`config.mk`:
```
export PLATFORM = sky130hd
export DESIGN_NAME = uart_rx_fifo_flat
export DESIGN_NICKNAME = d
export VERILOG_FILES = /design/src/rtl/uart_pkg.sv /design/src/rtl/uart_rx_fifo_if.sv /design/src/rtl/uart_fifo_mem.sv /design/src/rtl/uart_rx_fifo.sv /design/src/flat_wrapper.sv
export SDC_FILE = /design/constraint.sdc
export NUM_CORES = 1
export LEC_CHECK = 0
export CAP_MARGIN = 40
export CORE_MARGIN = 1
export CORE_UTILIZATION = 60
export CTS_CLUSTER_SIZE = 8
export DETAILED_ROUTE_END_ITERATION = 8
export PLACE_DENSITY = 0.79
export SYNTH_ARGS = -nofsm -noshare
export SYNTH_HDL_FRONTEND = slang
export SYNTH_SLANG_ARGS = --single-unit
```
`constraint.sdc`:
```
create_clock -name clk -period 3.3 [get_ports clk]
set_clock_uncertainty 0.1 [all_clocks]
set_input_delay 0.66 -clock clk [delete_from_list [all_inputs] [get_ports clk]]
set_output_delay 0.66 -clock clk [all_outputs]
set_load 0.02 [all_outputs]
```
`src/rtl/uart_pkg.sv`:
```
// Shared UART definitions: byte type/width and baud-mode codes with their
// clocks-per-bit table (50 MHz system clock). Used by the receiver,
// transmitter and the receive FIFO.
package uart_pkg;

  localparam int BYTE_W = 8;
  typedef logic [BYTE_W-1:0] uart_byte_t;

  typedef enum logic [2:0] {
    BAUD_9600   = 3'd0,
    BAUD_19200  = 3'd1,
    BAUD_38400  = 3'd2,
    BAUD_57600  = 3'd3,
    BAUD_115200 = 3'd4
  } baud_mode_t;

  // Clocks per bit at 50 MHz, indexed by baud_mode_t.
  localparam int unsigned CLKS_PER_BIT [5] = '{5208, 2604, 1302, 868, 434};

  function automatic int unsigned clks_per_bit(baud_mode_t mode);
    int unsigned cpb;
    case (mode)
      BAUD_9600:   cpb = CLKS_PER_BIT[0];
      BAUD_19200:  cpb = CLKS_PER_BIT[1];
      BAUD_38400:  cpb = CLKS_PER_BIT[2];
      BAUD_57600:  cpb = CLKS_PER_BIT[3];
      BAUD_115200: cpb = CLKS_PER_BIT[4];
      default:     cpb = CLKS_PER_BIT[0];
    endcase
    return cpb;
  endfunction

endpackage

```
`src/rtl/uart_rx_fifo_if.sv`:
```
// Byte streams around the receive FIFO.
//   in_data/in_valid   : strobe from the UART receiver (no backpressure)
//   out_data/out_valid/out_ready : valid/ready stream to the consumer
// slave  = FIFO side, master = receiver/consumer side.
interface uart_rx_fifo_if;
  import uart_pkg::*;

  uart_byte_t in_data;
  logic       in_valid;
  uart_byte_t out_data;
  logic       out_valid;
  logic       out_ready;

  modport slave  (input  in_data, in_valid, out_ready,
                  output out_data, out_valid);
  modport master (output in_data, in_valid, out_ready,
                  input  out_data, out_valid);
endinterface

```
`src/rtl/uart_fifo_mem.sv`:
```
// DEPTH x 8 storage, one write port and one registered read port.
//   clk, rst_n : clock, async active-low reset (read register only)
//   we/waddr/wdata : write port
//   re/raddr   : read request; rdata loads mem[raddr] when re, else 0
//   rdata      : registered read data
// A write to the address being read in the same cycle returns the new
// byte, so a byte pushed into an (about to be) empty FIFO is at the head
// one clock later.
module uart_fifo_mem
  import uart_pkg::*;
#(
  parameter int DEPTH = 16,
  localparam int AW   = $clog2(DEPTH)
) (
  input  logic          clk,
  input  logic          rst_n,
  input  logic          we,
  input  logic [AW-1:0] waddr,
  input  uart_byte_t    wdata,
  input  logic          re,
  input  logic [AW-1:0] raddr,
  output uart_byte_t    rdata
);

  uart_byte_t mem [DEPTH];

  always_ff @(posedge clk) begin
    if (we) mem[waddr] <= wdata;
  end

  always_ff @(posedge clk or negedge rst_n) begin
    if (!rst_n)                   rdata <= '0;
    else if (!re)                 rdata <= '0;
    else if (we && waddr == raddr) rdata <= wdata;
    else                          rdata <= mem[raddr];
  end

endmodule

```
`src/rtl/uart_rx_fifo.sv`:
```
// Receive-side byte FIFO behind the UART receiver. Captures one byte per
// in_valid strobe, presents bytes first-word-fall-through on a registered
// valid/ready stream, and reports level/full/empty and a sticky overflow.
// Ports:
//   clk, rst_n    : clock, async active-low reset
//   bus (slave)   : in_data/in_valid, out_data/out_valid/out_ready
//   level         : occupancy 0..DEPTH
//   full, empty   : level==DEPTH, level==0
//   overflow      : sticky, a byte was dropped while full; ovf_clr clears
//   idle_timeout  : data waiting and no push/pop for TIMEOUT_CYCLES clocks
// Build option: define RX_FIFO_TIMEOUT_EN to include the idle counter;
// otherwise idle_timeout is tied to 0 (port list unchanged).
module uart_rx_fifo
  import uart_pkg::*;
#(
  parameter int DEPTH          = 16,
  parameter int TIMEOUT_CYCLES = 156240,
  localparam int AW            = $clog2(DEPTH),
  localparam int PW            = AW + 1,
  localparam int LW            = $clog2(DEPTH + 1)
) (
  input  logic                 clk,
  input  logic                 rst_n,
  uart_rx_fifo_if.slave        bus,
  output logic [LW-1:0]        level,
  output logic                 full,
  output logic                 empty,
  output logic                 overflow,
  input  logic                 ovf_clr,
  output logic                 idle_timeout
);

  if (DEPTH < 2 || (DEPTH & (DEPTH - 1)) != 0) begin : g_bad_depth
    $error("uart_rx_fifo: DEPTH must be a power of two >= 2");
  end
  if (TIMEOUT_CYCLES < 1) begin : g_bad_timeout
    $error("uart_rx_fifo: TIMEOUT_CYCLES must be >= 1");
  end

  logic [PW-1:0] wptr, rptr, wptr_n, rptr_n, occ_n;
  logic          push, pop, drop, nonempty_n;
  uart_byte_t    rd_data;

  assign pop  = bus.out_valid & bus.out_ready;
  // When full a push is still accepted if the head leaves this cycle.
  assign push = bus.in_valid & (~full | pop);
  assign drop = bus.in_valid & full & ~pop;

  assign wptr_n     = wptr + PW'(push);
  assign rptr_n     = rptr + PW'(pop);
  assign occ_n      = wptr_n - rptr_n;
  assign nonempty_n = (wptr_n != rptr_n);

  always_ff @(posedge clk or negedge rst_n) begin
    if (!rst_n) begin
      wptr      <= '0;
      rptr      <= '0;
      level     <= '0;
      full      <= 1'b0;
      empty     <= 1'b1;
      overflow  <= 1'b0;
    end else begin
      wptr  <= wptr_n;
      rptr  <= rptr_n;
      level <= LW'(occ_n);
      // Extra pointer bit separates full (wrapped) from empty.
      full  <= (wptr_n[AW] != rptr_n[AW]) && (wptr_n[AW-1:0] == rptr_n[AW-1:0]);
      empty <= ~nonempty_n;
      // A drop outranks a simultaneous clear.
      if (drop)         overflow <= 1'b1;
      else if (ovf_clr) overflow <= 1'b0;
    end
  end

  // Head register: valid flag here, byte in the memory's read register,
  // both loaded from the post-update read pointer.
  always_ff @(posedge clk or negedge rst_n) begin
    if (!rst_n) bus.out_valid <= 1'b0;
    else        bus.out_valid <= nonempty_n;
  end

  uart_fifo_mem #(.DEPTH(DEPTH)) u_mem (
    .clk   (clk),
    .rst_n (rst_n),
    .we    (push),
    .waddr (wptr[AW-1:0]),
    .wdata (bus.in_data),
    .re    (nonempty_n),
    .raddr (rptr_n[AW-1:0]),
    .rdata (rd_data)
  );

  assign bus.out_data = rd_data;

`ifdef RX_FIFO_TIMEOUT_EN
  logic [31:0] idle_cnt, idle_cnt_n;

  always_comb begin
    idle_cnt_n = idle_cnt;
    if (push || pop || empty)  idle_cnt_n = '0;
    else if (idle_cnt != '1)   idle_cnt_n = idle_cnt + 32'd1;
  end

  always_ff @(posedge clk or negedge rst_n) begin
    if (!rst_n) begin
      idle_cnt     <= '0;
      idle_timeout <= 1'b0;
    end else begin
      idle_cnt     <= idle_cnt_n;
      idle_timeout <= nonempty_n && !(push || pop) &&
                      (idle_cnt_n >= 32'(TIMEOUT_CYCLES));
    end
  end
`else
  assign idle_timeout = 1'b0;
`endif

endmodule

```
`src/flat_wrapper.sv`:
```
// flat-port wrapper written by rule: the top's interface ports become plain ports
module uart_rx_fifo_flat import uart_pkg::*;
#(
  parameter int DEPTH          = 16,
  parameter int TIMEOUT_CYCLES = 156240,
  localparam int AW            = $clog2(DEPTH),
  localparam int PW            = AW + 1,
  localparam int LW            = $clog2(DEPTH + 1)
)
  (clk, rst_n, level, full, empty, overflow, ovf_clr, idle_timeout, bus_in_data, bus_in_valid, bus_out_ready, bus_out_data, bus_out_valid);
  uart_rx_fifo_if bus_i ();
  input  logic clk;
  input  logic rst_n;
  output logic [LW-1:0] level;
  output logic full;
  output logic empty;
  output logic overflow;
  input  logic ovf_clr;
  output logic idle_timeout;
  input wire logic [$bits(bus_i.in_data)-1:0] bus_in_data;
  input wire logic [$bits(bus_i.in_valid)-1:0] bus_in_valid;
  input wire logic [$bits(bus_i.out_ready)-1:0] bus_out_ready;
  output wire logic [$bits(bus_i.out_data)-1:0] bus_out_data;
  output wire logic [$bits(bus_i.out_valid)-1:0] bus_out_valid;
  assign bus_i.in_data = bus_in_data;
  assign bus_i.in_valid = bus_in_valid;
  assign bus_i.out_ready = bus_out_ready;
  assign bus_out_data = bus_i.out_data;
  assign bus_out_valid = bus_i.out_valid;
  uart_rx_fifo #(.DEPTH(DEPTH), .TIMEOUT_CYCLES(TIMEOUT_CYCLES)) u_core (.clk(clk), .rst_n(rst_n), .bus(bus_i), .level(level), .full(full), .empty(empty), .overflow(overflow), .ovf_clr(ovf_clr), .idle_timeout(idle_timeout));
endmodule
```
==> results.md <==
* Outcome: finished clean
* Relative slew slack at ~49%
* Post-route antenna net violation count at 0
* WS Path Type: in2reg
* RSZ-0062 raised after global routing: false
* Antenna diode count at 0
* Cell Chain, Critical Path: clkdlybuf4s50_1 > nand2_1 > a21boi_2 > ha_1 > nand2_1 > xnor2_1 > ha_1 > nand2_1 > nor2_1 > buf_4 > a311oi_4 > a32o_1
* Tcrit/Tclk final at 91.4%
* DRC violations left at 0
* Count of pins over their slew limit at 0
* Post-synthesis cell type count at 50
* Synth warn at 0
* RD Place Congestion at 0.837
* Post-route setup slack at 0.285 ns
* Synth Area per Inst at 15.4 um^2
* MaxCap Viol Count at 0
* Worst-margin pin slew at 0.763 ns
* Fmax at 0.332 GHz
* CP Buf/Inv Count at 2
* Reg2reg path depth at 11
* Postcts setup bufs at 0
* Row cnt at 38
* Area Overhead vs Synth at 17.9%
* Die area at 0.0117 mm^2
* CTS tree: done
* Top cell by count, worst path: nand2_1
* Final setup viols at 0
* PortBufs at 29
* Worst-case clock buffer depth at 2
* DR vias/cell at 6.08
* Die H at ~110 um
* Final critical delay including setup and external delays at 3.02 ns
* Clock sinks at 155
* Core area at 0.0109 mm^2
* Layout cells sized above 1 at between 10% and 20%
* Clk_lat worst skew at 0.42 ns
* Reg-to-Reg Start: u_core.bus.out_valid$_DFF_PN0_
* Pwr/cell area at 996 mW/mm^2
* Pre-CTS setup slack at -0.0917 ns
* Total grt overflow at 0
* Synth Cell Area at 0.00677 mm^2
* Nets at 521
* Yosys reg bits at between 150 and 200
* Worst Path Arrival at 3.26 ns
* Vias post-DR at 3968
* Final wirelength at 14000 um
* Die Wd at about 110 um
* CTS Buf Count at 17
* H-tree levels at 4
* CP Capture Point: u_core.u_mem.rdata[5]$_DFF_PN0_
* Crit-path max FO at 8
* Worst reg2reg path endpoint: u_core.u_mem.rdata[5]$_DFF_PN0_
* Required @ worst endpoint at 3.55 ns
* Post_cts resized at 0
* Global-route wire length before repair at 21700 um
* Worst path max stage delay at 0.47 ns
* Detailed Place HPWL at 9340 um
* Stages on worst setup path at 12
* Min-Delay Path Class: reg2reg
* Wirelength per Cell at 21.5 um
* Critical Path Source: bus_out_ready
* Gate Count Post-Synth at roughly 440
* Reg2Reg Setup Slack at about 0.52 ns
* IO Count at 31
* Final hold vios at 0
* First DRT Iteration DRCs at 281
* Initial Util at between 60% and 70%
* CP max stage cell: clkdlybuf4s50_1
* Register area share after synthesis at 66.8%
* Hold Worst Slack at 0.387 ns
* Static Leakage at 2.95 nW
* Max IR drop VDD at between 0.5 and 0.6 mV
* Root Driver: clkbuf_16
* GRT Util Overall at 26.4%
* Clock-pin slew on the worst setup and hold paths at ~0.06 ns
* Largest net degree at the start of global routing at 28
* Post-synthesis net count at 459
* Hold path depth at 1
* Vias in the first global route at 3983
* DRT Pass-1 Iters at 5
* Post-CTS Hold Fix Bufs at 0
* CP delay by family, top: compound AO/OA/AOI/OAI gates
* Critical Path Start Type: input pin
* Critical Path End Type: flop
* Initial antenna violation count at 0
cell usage in the layout, fill, tap and decap left out, drive strengths merged, types with 2 or more instances in the layout:
master	netlist	routed
mux2	17	17
a32o	8	8
o211ai	32	32
clkinv	0	7
a2111oi	2	2
clkinvlp	0	2
bufinv	0	2
a32oi	2	2
or2	2	2
xnor3	2	2
inv	12	13
xor2	4	4
edfxtp	128	128
a21oi	4	4
buf	14	37
o21ai	18	18
nand2	8	8
nand3	25	25
clkdlybuf4s50	0	29
mux2i	64	64
nand2b	4	4
clkbuf	9	20
nor3	6	6
a21boi	2	2
nor2	16	16
ha	8	8
xnor2	9	9
dfrtp	26	26
and4	2	2
cell families (layout without fill, tap and decap cells):
family,Yosys count,in the layout,synth area share [%]
and+or+nand+nor,69,69,5.38
DFF,155,155,66.8
muxes,81,81,12.3
other,1,1,0.0554
xor gates and xnor gates,16,16,2.92
AOI/OAI and AO/OA,73,73,8.43
buffers and inverters,35,110,2.63
adders and majority gates,8,8,1.48
cells in the mapped netlist, drive strengths merged:
master   number  area share (%)
edfxtp      128              57
mux2i        64             9.5
o211ai       32             3.6
dfrtp        26             9.6
nand3        25             1.9
o21ai        18             1.3
mux2         17             2.8
nor2         16            0.89
buf          14             1.1
inv          12            0.70
clkbuf        9            0.81
xnor2         9             1.3
a32o          8             1.2
ha            8             1.5
nand2         8            0.52
nor3          6            0.44
a21oi         4            0.30
nand2b        4            0.37
xor2          4            0.63
a2111oi       2            0.44
a21boi        2            0.28
a32oi         2            0.48
and4          2            0.30
or2           2            0.18
xnor3         2            0.67
a21bo         1            0.15
a311oi        1            0.39
a31oi         1           0.093
and3b         1            0.13
and4b         1            0.15
conb          1           0.055
dfstp         1            0.39
nand3b        1            0.11
nand4         1            0.18
nor2b         1           0.093
o21a          1            0.11
o21bai        1            0.11
or3           1           0.093
xor3          1            0.35
where the power goes:
part / switching [W] / internal, W
registers: 0.000217 / 0.00246
clock network: 0.000731 / 0.00111
logic: 0.00181 / 0.00162
total: 0.00276 / 0.00518
area by class of cell:
type / count / area [um^2]
tap: 140 / 175
sequential: 155 / 4520
clock buffer: 20 / 437
clock inverter: 12 / 124
timing repair buffer: 66 / 593
fill: 698 / 2960
multi-input combinational: 248 / 2080
inverter: 12 / 47.5
layer usage:
metal,up-vias,track usage [%],wire length (um)
met5,-,0,0
met4,0,10.2,282
met3,23,5.85,781
li1,1824,-,-
met1,1999,35.8,6060
met2,122,41.9,6920
state kept, by name, indices dropped and copies added, names as in the netlist:
signal and flops:
u_core.overflow 1, u_core.bus.out_valid 1, u_core.u_mem.mem 128, u_core.full 1, u_core.empty 1, u_core.wptr 5
u_core.u_mem.rdata 8, u_core.level 5, u_core.rptr 5
stage by stage:
| step | TNS (ns) | power [W] | util (%) | instances | cell area [um^2] |
|---|---|---|---|---|---|
| 2_1_floorplan | 0 | 0.00503 | - | 438 | 6770 |
| 3_3_place_gp | 0 | 0.00602 | 67.8 | 621 | 7420 |
| 3_5_place_dp | -0.570 | 0.00610 | 67.8 | 621 | 7420 |
| 4_1_cts | 0 | 0.00797 | 73.0 | 653 | 7980 |
| 5_1_grt | 0 | 0.00832 | 73.0 | 653 | 7980 |
| 6_report | 0 | 0.00795 | 73.0 | 653 | 7980 |
worst min-delay path by stage:
stage                                        start                        endpoint  slack (ns)
final                     u_core.wptr[4]$_DFF_PN0_        u_core.wptr[4]$_DFF_PN0_        0.39
after global placement    u_core.wptr[4]$_DFF_PN0_        u_core.wptr[4]$_DFF_PN0_        0.37
after detailed placement  u_core.wptr[4]$_DFF_PN0_        u_core.wptr[4]$_DFF_PN0_        0.37
after global routing      u_core.wptr[4]$_DFF_PN0_        u_core.wptr[4]$_DFF_PN0_        0.40
after CTS                 u_core.wptr[4]$_DFF_PN0_        u_core.wptr[4]$_DFF_PN0_        0.39
after floorplan                              rst_n  u_core.bus.out_valid$_DFF_PN0_        0.26
No activity file was read; power rests on OpenSTA's default activity.
